[src/rtl/tt_um_hoene_pwm_scheduler.sv]
// Colour-update scheduler feeding the LED PWM duty registers: immediate, fade, hold or blank.
// Optional fade engine enabled by defining TT_HOENE_PWM_FADE_EN.
//
// state | meaning
// IDLE  | outputs stable, waiting for an accepted frame
// LOAD  | copy registered target to outputs, then back to IDLE
// FADE  | step outputs toward target once per tick until equal
module tt_um_hoene_pwm_scheduler #(
    parameter int WIDTH    = 10,
    parameter int TICK_DIV = 256,
    parameter int STEP     = 4
) (
    input  logic             clk,
    input  logic             rst_n,
    input  logic [31:0]      in_word,
    input  logic             in_set,
    input  logic             in_error,
    input  logic             in_sync,
    output logic [WIDTH-1:0] out_red,
    output logic [WIDTH-1:0] out_green,
    output logic [WIDTH-1:0] out_blue,
    output logic             busy,
    output logic             update
);

    if (TICK_DIV < 2) begin : g_bad_tick_div
        $fatal(1, "TICK_DIV must be at least 2");
    end
    if (STEP < 1) begin : g_bad_step
        $fatal(1, "STEP must be at least 1");
    end

    typedef enum logic [1:0] {
        IDLE = 2'd0,
        LOAD = 2'd1,
        FADE = 2'd2
    } state_t;

    state_t state_q, state_d;

    logic [WIDTH-1:0] red_q, green_q, blue_q;
    logic [WIDTH-1:0] red_d, green_d, blue_d;
    logic [WIDTH-1:0] tgt_r_q, tgt_g_q, tgt_b_q;
    logic [WIDTH-1:0] tgt_r_d, tgt_g_d, tgt_b_d;
    logic [WIDTH-1:0] frm_r, frm_g, frm_b;
    logic [1:0]       mode;
    logic             accept;
    logic             new_frame;
    logic             fade_mode;
    logic             busy_q, update_q;

    assign mode      = in_word[31:30];
    assign accept    = in_set & ~in_error & in_sync;
    // Hold frames are accepted but must not disturb anything, including a running fade.
    assign new_frame = accept && (mode != 2'b10);
    assign frm_r     = (mode == 2'b11) ? '0 : WIDTH'(in_word[29:20]);
    assign frm_g     = (mode == 2'b11) ? '0 : WIDTH'(in_word[19:10]);
    assign frm_b     = (mode == 2'b11) ? '0 : WIDTH'(in_word[9:0]);

`ifdef TT_HOENE_PWM_FADE_EN
    localparam int               CNT_W    = $clog2(TICK_DIV);
    localparam logic [CNT_W-1:0] CNT_LAST = CNT_W'(TICK_DIV - 1);
    localparam logic [WIDTH:0]   STEP_W   = (WIDTH + 1)'(STEP);

    logic [CNT_W-1:0] cnt_q;
    logic             tick;
    logic [WIDTH-1:0] st_r, st_g, st_b;

    always_ff @(posedge clk or negedge rst_n) begin
        if (!rst_n) begin
            cnt_q <= '0;
        end else if (cnt_q == CNT_LAST) begin
            cnt_q <= '0;
        end else begin
            cnt_q <= cnt_q + 1'b1;
        end
    end

    assign tick = (cnt_q == CNT_LAST);

    // Difference taken one bit wider so the direction and magnitude never wrap.
    function automatic logic [WIDTH-1:0] step_ch(input logic [WIDTH-1:0] cur,
                                                 input logic [WIDTH-1:0] tgt);
        logic [WIDTH:0] diff;
        logic [WIDTH:0] mag;
        diff = {1'b0, tgt} - {1'b0, cur};
        mag  = diff[WIDTH] ? (-diff) : diff;
        if (mag <= STEP_W) begin
            step_ch = tgt;
        end else if (diff[WIDTH]) begin
            step_ch = cur - WIDTH'(STEP);
        end else begin
            step_ch = cur + WIDTH'(STEP);
        end
    endfunction

    assign st_r      = step_ch(red_q, tgt_r_q);
    assign st_g      = step_ch(green_q, tgt_g_q);
    assign st_b      = step_ch(blue_q, tgt_b_q);
    assign fade_mode = (mode == 2'b01);
`else
    assign fade_mode = 1'b0;
`endif

    always_comb begin
        state_d = state_q;
        tgt_r_d = tgt_r_q;
        tgt_g_d = tgt_g_q;
        tgt_b_d = tgt_b_q;
        red_d   = red_q;
        green_d = green_q;
        blue_d  = blue_q;

        case (state_q)
            LOAD: begin
                red_d   = tgt_r_q;
                green_d = tgt_g_q;
                blue_d  = tgt_b_q;
                state_d = IDLE;
            end
`ifdef TT_HOENE_PWM_FADE_EN
            FADE: begin
                if (!in_sync) begin
                    state_d = IDLE;
                end else if (!new_frame) begin
                    if (tick) begin
                        red_d   = st_r;
                        green_d = st_g;
                        blue_d  = st_b;
                    end
                    if (red_d == tgt_r_q && green_d == tgt_g_q && blue_d == tgt_b_q) begin
                        state_d = IDLE;
                    end
                end
            end
`endif
            default: begin
            end
        endcase

        if (new_frame) begin
            tgt_r_d = frm_r;
            tgt_g_d = frm_g;
            tgt_b_d = frm_b;
            state_d = fade_mode ? FADE : LOAD;
        end
    end

    always_ff @(posedge clk or negedge rst_n) begin
        if (!rst_n) begin
            state_q  <= IDLE;
            tgt_r_q  <= '0;
            tgt_g_q  <= '0;
            tgt_b_q  <= '0;
            red_q    <= '0;
            green_q  <= '0;
            blue_q   <= '0;
            busy_q   <= 1'b0;
            update_q <= 1'b0;
        end else begin
            state_q  <= state_d;
            tgt_r_q  <= tgt_r_d;
            tgt_g_q  <= tgt_g_d;
            tgt_b_q  <= tgt_b_d;
            red_q    <= red_d;
            green_q  <= green_d;
            blue_q   <= blue_d;
            busy_q   <= (state_d != IDLE);
            update_q <= (red_d != red_q) || (green_d != green_q) || (blue_d != blue_q);
        end
    end

    assign out_red   = red_q;
    assign out_green = green_q;
    assign out_blue  = blue_q;
    assign busy      = busy_q;
    assign update    = update_q;

endmodule

[config.mk]
export PLATFORM = sky130hd
export DESIGN_NAME = tt_um_hoene_pwm_scheduler
export DESIGN_NICKNAME = d
export VERILOG_FILES = /design/src/rtl/tt_um_hoene_pwm_scheduler.sv
export SDC_FILE = /design/constraint.sdc
export NUM_CORES = 1
export LEC_CHECK = 0
export BUFFER_PORTS_ARGS = -buffer_cell sky130_fd_sc_hd__buf_2
export CAP_MARGIN = 20
export CORE_MARGIN = 2
export CORE_UTILIZATION = 30
export CTS_CLUSTER_SIZE = 10
export DETAILED_ROUTE_END_ITERATION = 10
export SYNTH_ARGS = -nofsm -noshare
export SYNTH_HDL_FRONTEND = slang
export SYNTH_SLANG_ARGS = --single-unit
[constraint.sdc]
create_clock -name clk -period 2.5 [get_ports clk]
set_input_delay 0.5 -clock clk [delete_from_list [all_inputs] [get_ports clk]]
set_output_delay 0.5 -clock clk [all_outputs]
set_load 0.005 [all_outputs]
Word-level counts from Yosys, hierarchy flattened

Cells that the tools add are included.

Register bits after elaboration: 64
Bits of input ports: 37
Output and inout bits: 32

Bitwise logic cells: 3
Reductions and logical operators: 4
Eq/ne operators: 6
Multiplexer cells: 8

Operators with widths:

| operator             | count |
|---|---|
| $mux W10             | 6 |
| $ne A10 B10 Y1       | 3 |
| $mux W2              | 2 |
| $and A1 B1 Y1        | 2 |
| $eq A2 B1 Y1 const B | 1 |
| $eq A2 B2 Y1 const B | 1 |
| $logic_or A1 B1 Y1   | 2 |
| $ne A2 B2 Y1 const B | 1 |
| $reduce_bool A2 Y1   | 1 |
| $logic_and A1 B1 Y1  | 1 |
| $not A1 Y1           | 1 |

Logic depth before layout (Yosys ltp)

Gate-level depths: netlist of the first run.

Word-level depth: 6
Depth in mapped cells: 5

Least setup slack after synthesis of the first run

OpenSTA, ideal clock, no wires.

Path kind: input-to-reg
From: input port in_word[30]
To: register tgt_b_q[0]
Setup slack: 1254 ps
Library setup time: 133 ps
Data required time: 2367 ps
Stages: 4
Buffers on the path: 1
Arrival: 1113 ps
Path through: nand2b_1 nand4b_4 clkbuf_1 o21ai_0

Word-level cells in the longest chain between the ends: 2
Elaborated cells on any way between the ends: 4
Classes of those cells: eq/ne: 2; mux: 1; reduce/logical: 1

Ends and longest elaborated chain:

| element                                         | RTL line | source |
|---|---|---|
| start: declaration                              | 15       | `input logic [31:0] in_word,` |
| $eq A2 B2 Y1 or $ne A2 B2 Y1 (tied branches)    | 58, 55   |  |
| $mux W10 or $logic_and A1 B1 Y1 (tied branches) | 58, 55   |  |
| end signal: assignment                          | 164      | `tgt_b_q <= tgt_b_d;` |
| end: declaration                                | 43       | `logic [WIDTH-1:0] tgt_r_q, tgt_g_q, tgt_b_q;` |

Several ways; a longest one is shown, not always the timed one.
A chain may end at the register's enable or synchronous reset.

Worst setup path after layout of the first run

From: input port in_word[31]
To: register tgt_r_q[7]

Word-level cells in the longest chain between the ends: 2
Elaborated cells on any way between the ends: 4
Classes of those cells: eq/ne: 2; mux: 1; reduce/logical: 1

Ends and longest elaborated chain:

| element                                         | RTL line | source |
|---|---|---|
| $eq A2 B2 Y1 or $ne A2 B2 Y1 (tied branches)    | 56, 55   |  |
| $mux W10 or $logic_and A1 B1 Y1 (tied branches) | 56, 55   |  |
| end signal: assignment                          | 162      | `tgt_r_q <= tgt_r_d;` |
| end: declaration                                | 43       |  |

Several ways; a longest one is shown, not always the timed one.

==> flow_summary_export.csv, run 1 <==
group,metric,value,unit
die,row_count,36,
route,drt_drc_violations_left,0,
clock_tree,numCtsBuffers,9,
pwr,power.switching,828,uW
die,die_area,10700,sq um
cells_and_area,post_layout_cell_count,462,
synthesis,synthesis.area_per_instance,11.6,sq um
global_routing,antenna_found_initial,0,
clock_tree,cts-hold-fix-buffers,0,
sta,tightest_slew,0.577,ns
sta,final.period_utilization,62.0,%
job,max-cap-violations,0,
setup_path,worstPathRequired,2.71,ns
sta,rsz0062_at_grt,"no",
placement,globalplace.congestion,0.760,
placement,place.detailed.instances,448,
synthesis,cell_type_with_the_highest_aggregate_area_in_the_netlist,"sky130_fd_sc_hd__dfrtp_1",
cells_and_area,postLayoutCellArea,3610,sq um
route,avgRoutedWirePerCell,13.7,um
synthesis,post_synth_instance_area,2980,sq um
clock_tree,path_clk_slew,0.07,ns
sta,timing.max_slew.rel_slack,61.6,%
cells_and_area,multi_input_area,1250,sq um
placement,place.port_buffers,68,
setup_path,cp.arrival,1.76,ns
pwr,power.total,2940,uW
clock_tree,clk_latency,0.34,ns
global_routing,globalRoute.totalOverflow,0,
pwr,comb_power_share,22.3,%
synthesis,synth_fp_nets,294,
cells_and_area,area_growth,21.3,%
cells_and_area,layout.filler_cells,1023,
pwr,vdd.ir_drop.worst,263,uV
pwr,power.internal,2110,uW
sta,setup_viol,0,
setup_path,kind_of_start_point_of_the_critical_path,"input pin",
die,core,9730,sq um
die,start_util,30.6,%
cells_and_area,nets,363,
pwr,p_clk_share,30.1,%
synthesis,synth_seq_cells,64,
route,first_iter_violations,56,
cells_and_area,antennaDiodeCount,0,
synthesis,syn-instance-count,257,
placement,dpl-instance-area,3420,sq um
sta,max_freq,645,MHz
clock_tree,ctsRootBufferMaster,"sky130_fd_sc_hd__clkbuf_8",
global_routing,first_global_vias,2017,
sta,slew_violations,0,
route,detail-route-antenna-nets,0,
synthesis,synth.top_cell.area_share,53.7,%
outcome,status,"finished, final reports clean",
sta,final_period_minus_worst_setup_slack,1.55,ns
clock_tree,cts_buffer_depth,2,
synthesis,register_area_share_after_synthesis,53.7,%
sta,finalHoldViolCount,0,
route,totalWireLength,6340,um
global_routing,grt_util_all_layers,12.3,%
route,dr.pass1.iters,4,
worst_hold_path,hold_path_class,"in2async",
setup_path,timing.critical_path.fanout_max,32,
cells_and_area,drive_above_1_share,34.3,%
synthesis,netlist-cell-type-count,24,
die,die_w,104,um
pwr,power.share.switching,28.2,%
clock_tree,cts_resized,0,
setup_path,crit_path_end_kind,"register",
synthesis,synth.area.top_cells,"sky130_fd_sc_hd__dfrtp_1, sky130_fd_sc_hd__mux2_4, sky130_fd_sc_hd__nand2b_1",
pwr,leakagePower,0.00177,uW
clock_tree,htree_num_levels,3,
synthesis,total_number_of_yosys_warnings,0,
pwr,power_density,812,nW/um^2
clock_tree,tritoncts,"yes",
route,via_count,2004,
sta,finalSetupTns,0,ns
placement,place_hpwl,4610,um
setup_path,timing_worst_setup_path_type,"in2reg",
cells_and_area,register_area,1600,sq um
clock_tree,clock-sinks,64,
pwr,power.sequential.fraction,47.5,%
global_routing,largest_net_degree_at_the_start_of_global_routing,36,
global_routing,grt_first_pass_wirelength,10300,um
die,io-pin-count,69,
sta,clock-skew-final,0.0103,ns
clock_tree,cts_setup_buffers,0,
route,viasPerCell,4.34,
die,die_y,104,um
-- power by group through the flow --
stage	registers (uW)	logic, uW	clock network, uW
finish	1400	656	884
global route	1430	729	962
CTS	1400	668	901
detailed placement	1420	665	0
global placement	1410	648	0
floorplan	1390	415	0
-- critical path, stage by stage --
cell,delay [ns]
sky130_fd_sc_hd__buf_2,0.24
sky130_fd_sc_hd__nand2b_1,0.18
sky130_fd_sc_hd__nand4b_4,0.37
sky130_fd_sc_hd__buf_12,0.31
sky130_fd_sc_hd__nand2_1,0.07
sky130_fd_sc_hd__o21ai_0,0.08
-- cells in the final DEF, fill, tap and decap left out, drive strengths merged, types with 3 or more instances in the layout --
cell and n:
buf 71, clkbuf 11, dfrtp 64, inv 8
mux2 26, nand2 36, nand2b 36, nand4 5
nor4 3, o21ai 34, xnor2 22
-- kinds of logic (layout without fill, tap and decap cells) --
| kind of cell | after synthesis | after routing | share of synthesized area [%] |
|---|---|---|---|
| AO/OA/AOI/OAI | 42 | 42 | 7.89 |
| buffers and inverters | 21 | 93 | 4.41 |
| AND/OR/NAND/NOR | 82 | 82 | 15.0 |
| multiplexers | 26 | 26 | 12.5 |
| XOR/XNOR | 22 | 22 | 6.46 |
| flip-flops | 64 | 64 | 53.7 |
-- Yosys cell counts --
cell / count
sky130_fd_sc_hd__dfrtp_1: 64
sky130_fd_sc_hd__buf_12: 2
sky130_fd_sc_hd__o221ai_1: 2
sky130_fd_sc_hd__a22o_1: 2
sky130_fd_sc_hd__o2111ai_1: 1
sky130_fd_sc_hd__o21ai_0: 33
sky130_fd_sc_hd__buf_2: 4
sky130_fd_sc_hd__clkbuf_1: 5
sky130_fd_sc_hd__o2bb2ai_1: 1
sky130_fd_sc_hd__mux2_2: 5
sky130_fd_sc_hd__nand2b_1: 35
sky130_fd_sc_hd__and2_1: 1
sky130_fd_sc_hd__buf_6: 2
sky130_fd_sc_hd__xnor2_1: 22
sky130_fd_sc_hd__a31oi_1: 1
sky130_fd_sc_hd__inv_1: 8
sky130_fd_sc_hd__mux2_4: 21
sky130_fd_sc_hd__o21ai_1: 1
sky130_fd_sc_hd__nand2_1: 36
sky130_fd_sc_hd__o22ai_1: 1
sky130_fd_sc_hd__nand4_1: 5
sky130_fd_sc_hd__nand4b_4: 1
sky130_fd_sc_hd__nand2b_4: 1
sky130_fd_sc_hd__nor4_1: 3
-- area by class of cell --
type                    instances  area share, %
clock buffers                  11           4.19
clock inverters                 3           1.18
inverters                       8          0.831
multi-input cells             172           34.5
flip-flops and latches         64           44.3
well taps                     133           4.60
repair buffers                 71           10.4
-- final timing paths --
| kind | depth (start not counted) | end | startpoint | slack, ns |
|---|---|---|---|---|
| max | 6 | tgt_r_q[7] | in_word[31] | 0.95 |
| max in group asynchronous | 2 | tgt_b_q[0] | rst_n | 1.62 |
| max reg2reg | 4 | update | out_red[6] | 1.04 |
| min reg2reg | 2 | tgt_b_q[4] | tgt_b_q[4] | 0.51 |
| min | 1 | out_green[3] | rst_n | 0.15 |
| min in group clk | 3 | tgt_r_q[8] | in_word[28] | 0.41 |
-- state kept, by name, indices dropped and copies added (netlist names) --
name       count
out_blue      10
out_green     10
out_red       10
tgt_b_q       10
tgt_g_q       10
tgt_r_q       10
state_q        2
busy           1
update         1
-- metal layers --
layer | GRT usage [%] | share of wire [%] | vias up | wire length, um
li1 | - | - | 999 | -
met1 | 16.7 | 49 | 945 | 3100
met2 | 18.6 | 45 | 51 | 2870
met3 | 3.34 | 4.4 | 9 | 281
met4 | 4.63 | 1.5 | 0 | 97
met5 | 0 | 0 | - | 0
-- per-stage QoR --
step,worst slack (ns),util [%],hold slack (ns)
floorplan,1.25,-,0.204
global placement,0.616,35.2,0.475
detailed placement,0.558,35.2,0.490
CTS,0.916,37.2,0.165
global route,0.802,37.2,0.191
finish,0.950,37.2,0.150
(Power assumes the default switching activity.)
==> run 2: changes to the inputs <==
clock period = 1.6 ns   (was 2.5 ns; I/O delays follow)
==> flow_summary_export.csv, run 2 (synthesis results as in run 1) <==
group,metric,value,unit
outcome,status,"finished, final reports clean",
global_routing,grt_util_all_layers,12.2,%
pwr,power_density,1260,nW/um^2
pwr,leakagePower,0.00181,uW
setup_path,cp.arrival,1.59,ns
job,max-cap-violations,0,
global_routing,antenna_found_initial,0,
sta,final_period_minus_worst_setup_slack,1.39,ns
clock_tree,ctsRootBufferMaster,"sky130_fd_sc_hd__clkbuf_8",
setup_path,timing_worst_setup_path_type,"reg2reg",
clock_tree,htree_num_levels,3,
die,core,9730,sq um
placement,globalplace.congestion,0.737,
worst_hold_path,hold_path_class,"in2reg",
global_routing,globalRoute.totalOverflow,0,
route,route.met2.wl,2800,um
sta,finalHoldViolCount,0,
cells_and_area,drive_above_1_share,34.4,%
route,top_signal_layer_used,"met4",
route,totalWireLength,6280,um
sta,slew_violations,0,
die,die_w,104,um
sta,tightest_slew,0.352,ns
die,die_area,10700,sq um
route,first_iter_violations,39,
global_routing,grt_first_pass_wirelength,10300,um
route,detail-route-antenna-nets,0,
global_routing,largest_net_degree_at_the_start_of_global_routing,65,
cells_and_area,nets,367,
sta,final.period_utilization,87.1,%
placement,place.port_buffers,68,
sta,clock-skew-final,0.00905,ns
cells_and_area,most_common_library_cell_in_the_layout_ignoring_fill_and_taps,"sky130_fd_sc_hd__buf_2",
setup_path,crit_path_end_kind,"register",
clock_tree,cts_setup_buffers,0,
die,start_util,30.6,%
sta,setup_viol,0,
placement,place_hpwl,4440,um
cells_and_area,antennaDiodeCount,0,
die,io-pin-count,69,
route,met3_wirelength,273,um
setup_path,timing.critical_path.fanout_max,3,
route,avgRoutedWirePerCell,13.4,um
setup_path,kind_of_start_point_of_the_critical_path,"register",
clock_tree,tritoncts,"yes",
clock_tree,path_clk_slew,0.07,ns
sta,max_freq,717,MHz
sta,rsz0062_at_grt,"no",
clock_tree,cts_resized,0,
clock_tree,clk_latency,0.33,ns
clock_tree,clock-sinks,64,
sta,timing.max_slew.rel_slack,76.3,%
pwr,vdd.ir_drop.worst,353,uV
cells_and_area,area_growth,23.9,%
route,drt_drc_violations_left,0,
global_routing,first_global_vias,2074,
pwr,power.total,4660,uW
die,row_count,36,
route,dr.pass1.iters,4,
route,viasPerCell,4.33,
die,die_y,104,um
route,via_count,2020,
clock_tree,cts_buffer_depth,2,
clock_tree,numCtsBuffers,9,
clock_tree,cts-hold-fix-buffers,1,
route,drt-met1-wl,3110,um
sta,finalSetupTns,0,ns
cells_and_area,most-common-layout-cells,"sky130_fd_sc_hd__buf_2, sky130_fd_sc_hd__dfrtp_1, sky130_fd_sc_hd__nand2_1",
setup_path,worstPathRequired,1.80,ns
==> run 2: layout make-up <==
cell class	instances	area, sq um
tap	133	166
sequential	64	1600
timing repair buffer	75	445
multi-input combinational	172	1250
clock buffer	11	131
clock inverter	4	70.1
fill	1010	6040
inverter	8	30.0
==> run 2: metrics by stage <==
stage	util [%]	setup slack, ns	instances	hold slack, ns	cell area (sq um)
2_1_floorplan	-	0.411	257	0.0244	2980
3_3_place_gp	35.8	0.0667	451	0.365	3480
3_5_place_dp	35.8	0.102	451	0.366	3480
4_1_cts	38.0	0.0936	467	0.207	3690
5_1_grt	38.0	0.0689	467	0.227	3690
6_report	38.0	0.206	467	0.228	3690
==> run 2: final timing paths <==
path	slack, ns	to	from	depth (start not counted)
min in group asynchronous	0.53	out_green[7]	rst_n	3
hold reg to reg	0.48	tgt_b_q[4]	tgt_b_q[4]	2
max in group asynchronous	0.77	out_red[8]	rst_n	3
setup reg to reg	0.21	update	out_red[6]	4
setup / recovery	0.21	update	out_red[6]	4
hold / removal	0.23	tgt_r_q[8]	in_word[28]	3
==> run 2: per-layer routing <==
metal | vias up | global-route usage, %
met4 | 0 | 5.50
li1 | 1005 | -
met5 | - | 0
met3 | 11 | 3.46
met2 | 46 | 18.0
met1 | 958 | 16.6
==> run 2: worst max-delay path, stage by stage, from the launching register on <==
cell                      delay [ns]
sky130_fd_sc_hd__dfrtp_1        0.40
sky130_fd_sc_hd__xnor2_1        0.23
sky130_fd_sc_hd__nand4_1        0.13
sky130_fd_sc_hd__nor4_1         0.38
sky130_fd_sc_hd__a31oi_1        0.13
==> run 2: where the power goes <==
part           switching [uW]  internal [uW]
clock                     588            865
sequential                271           1900
combinational             417            617
total                    1280           3390
==> run 3: changes to the inputs <==
REMOVE_ABC_BUFFERS = 1   (was unset)
==> flow_summary_export.csv, run 3 (synthesis results as in run 1) <==
group,metric,value,unit
clock_tree,cts_buffer_depth,2,
clock_tree,clk_latency,0.33,ns
setup_path,cp.arrival,1.62,ns
clock_tree,clock-sinks,64,
clock_tree,ctsRootBufferMaster,"sky130_fd_sc_hd__clkbuf_8",
setup_path,worst_r2r_startpoint,"state_q[1]",
sta,final.period_utilization,87.9,%
sta,rsz0062_at_grt,"no",
pwr,vdd.ir_drop.worst,418,uV
setup_path,worstPathRequired,1.81,ns
global_routing,first_global_vias,2114,
pwr,leakagePower,0.00180,uW
sta,clock-skew-final,0.00812,ns
global_routing,globalRoute.totalOverflow,0,
clock_tree,numCtsBuffers,9,
route,dr.pass1.iters,4,
clock_tree,tritoncts,"yes",
sta,slew_violations,0,
global_routing,antenna_found_initial,0,
sta,finalSetupTns,0,ns
placement,dpl-instance-area,3460,sq um
die,die_w,104,um
job,max-cap-violations,0,
setup_path,critical_path.startpoint,"state_q[1]",
route,via_count,2002,
setup_path,crit_path_end_kind,"register",
sta,setup_viol,0,
outcome,status,"finished, final reports clean",
die,start_util,30.6,%
route,avgRoutedWirePerCell,12.9,um
sta,timing.max_slew.rel_slack,63.0,%
sta,finalHoldViolCount,0,
sta,post-route-worst-setup-slack,0.194,ns
cells_and_area,most_common_library_cell_in_the_layout_ignoring_fill_and_taps,"sky130_fd_sc_hd__buf_2",
clock_tree,htree_num_levels,3,
clock_tree,cts_setup_buffers,0,
route,drt_drc_violations_left,0,
global_routing,grt_first_pass_wirelength,10100,um
cells_and_area,nets,366,
cells_and_area,register_area,1600,sq um
worst_hold_path,hold_path_class,"in2reg",
sta,final_period_minus_worst_setup_slack,1.41,ns
pwr,power_density,1250,nW/um^2
placement,place_hpwl,4320,um
cells_and_area,antennaDiodeCount,0,
cells_and_area,most-common-layout-cells,"sky130_fd_sc_hd__buf_2, sky130_fd_sc_hd__dfrtp_1, sky130_fd_sc_hd__nand2_1",
cells_and_area,postLayoutCellArea,3680,sq um
setup_path,reg2reg_slack,0.19,ns
die,io-pin-count,69,
sta,max_freq,711,MHz
setup_path,critical_path.endpoint,"out_red[9]",
placement,place.port_buffers,68,
cells_and_area,multi_input_area,1250,sq um
route,totalWireLength,6000,um
cells_and_area,drive_above_1_share,34.7,%
sta,final.hold.worst_slack,0.231,ns
placement,globalplace.congestion,0.776,
die,row_count,36,
die,die_y,104,um
setup_path,timing_worst_setup_path_type,"reg2reg",
setup_path,kind_of_start_point_of_the_critical_path,"register",
route,first_iter_violations,25,
setup_path,critical_path.reg2reg.endpoint,"out_red[9]",
cells_and_area,area_growth,23.3,%
placement,dp_slack,0.103,ns
route,detail-route-antenna-nets,0,
global_routing,grt_util_all_layers,11.9,%
route,viasPerCell,4.29,
setup_path,reg2reg_depth,2,
clock_tree,path_clk_slew,0.07,ns
global_routing,largest_net_degree_at_the_start_of_global_routing,65,
cells_and_area,layout.filler_cells,1012,
die,core,9730,sq um
setup_path,timing.critical_path.fanout_max,33,
sta,tightest_slew,0.554,ns
die,die_area,10700,sq um
==> run 3: cell count changes in the layout (fill, tap and decap cells not counted), sizes merged <==
cell	delta
clkbuf	+2
buf	-1
bufinv	-1
==> run 3: critical path, stage by stage, from the launching register on <==
cell and delay [ns]:
sky130_fd_sc_hd__dfrtp_1 0.38, sky130_fd_sc_hd__nand2b_4 0.50, sky130_fd_sc_hd__mux2_2 0.40
==> run 3: final cells by class <==
type / count / share of cell area [%]
multi-input combinational: 172 / 34.1
clock buffer: 13 / 4.32
timing repair buffer: 74 / 11.6
tap: 133 / 4.53
sequential: 64 / 43.6
inverter: 8 / 0.817
clock inverter: 3 / 1.09
==> run 3: power breakdown <==
part | internal, uW | switching, uW
combinational | 615 | 414
sequential | 1900 | 274
clock | 801 | 583
==> run 3: per-stage QoR <==
stage | power (uW) | utilization (%) | std cells
2_1_floorplan | 2800 | - | 244
3_3_place_gp | 3220 | 35.6 | 450
3_5_place_dp | 3250 | 35.6 | 450
4_1_cts | 4650 | 37.7 | 467
5_1_grt | 4870 | 37.8 | 467
6_report | 4590 | 37.8 | 467
==> run 3: routing by layer <==
| metal | global-route usage, % | up-vias | share of wire, % |
|---|---|---|---|
| li1 | - | 1011 | - |
| met5 | 0 | - | 0 |
| met2 | 18.4 | 53 | 46 |
| met3 | 4.53 | 4 | 6.7 |
| met1 | 15.1 | 934 | 47 |
| met4 | 4.34 | 0 | 0.67 |
==> run 3: worst min-delay path by stage <==
stage / startpoint / end / cells after the start
floorplan: rst_n / busy / 0
global placement: rst_n / out_green[9] / 2
detailed placement: rst_n / out_green[8] / 2
CTS: in_word[18] / tgt_g_q[8] / 3
global route: in_word[2] / tgt_b_q[2] / 3
finish: in_word[18] / tgt_g_q[8] / 3
==> run 3: what timing repair did <==
item                                   CTS  global route
gates resized for setup                  0             1
hold buffers                             1             0
setup endpoints to repair                0             1
endpoints found under the hold margin    4             0
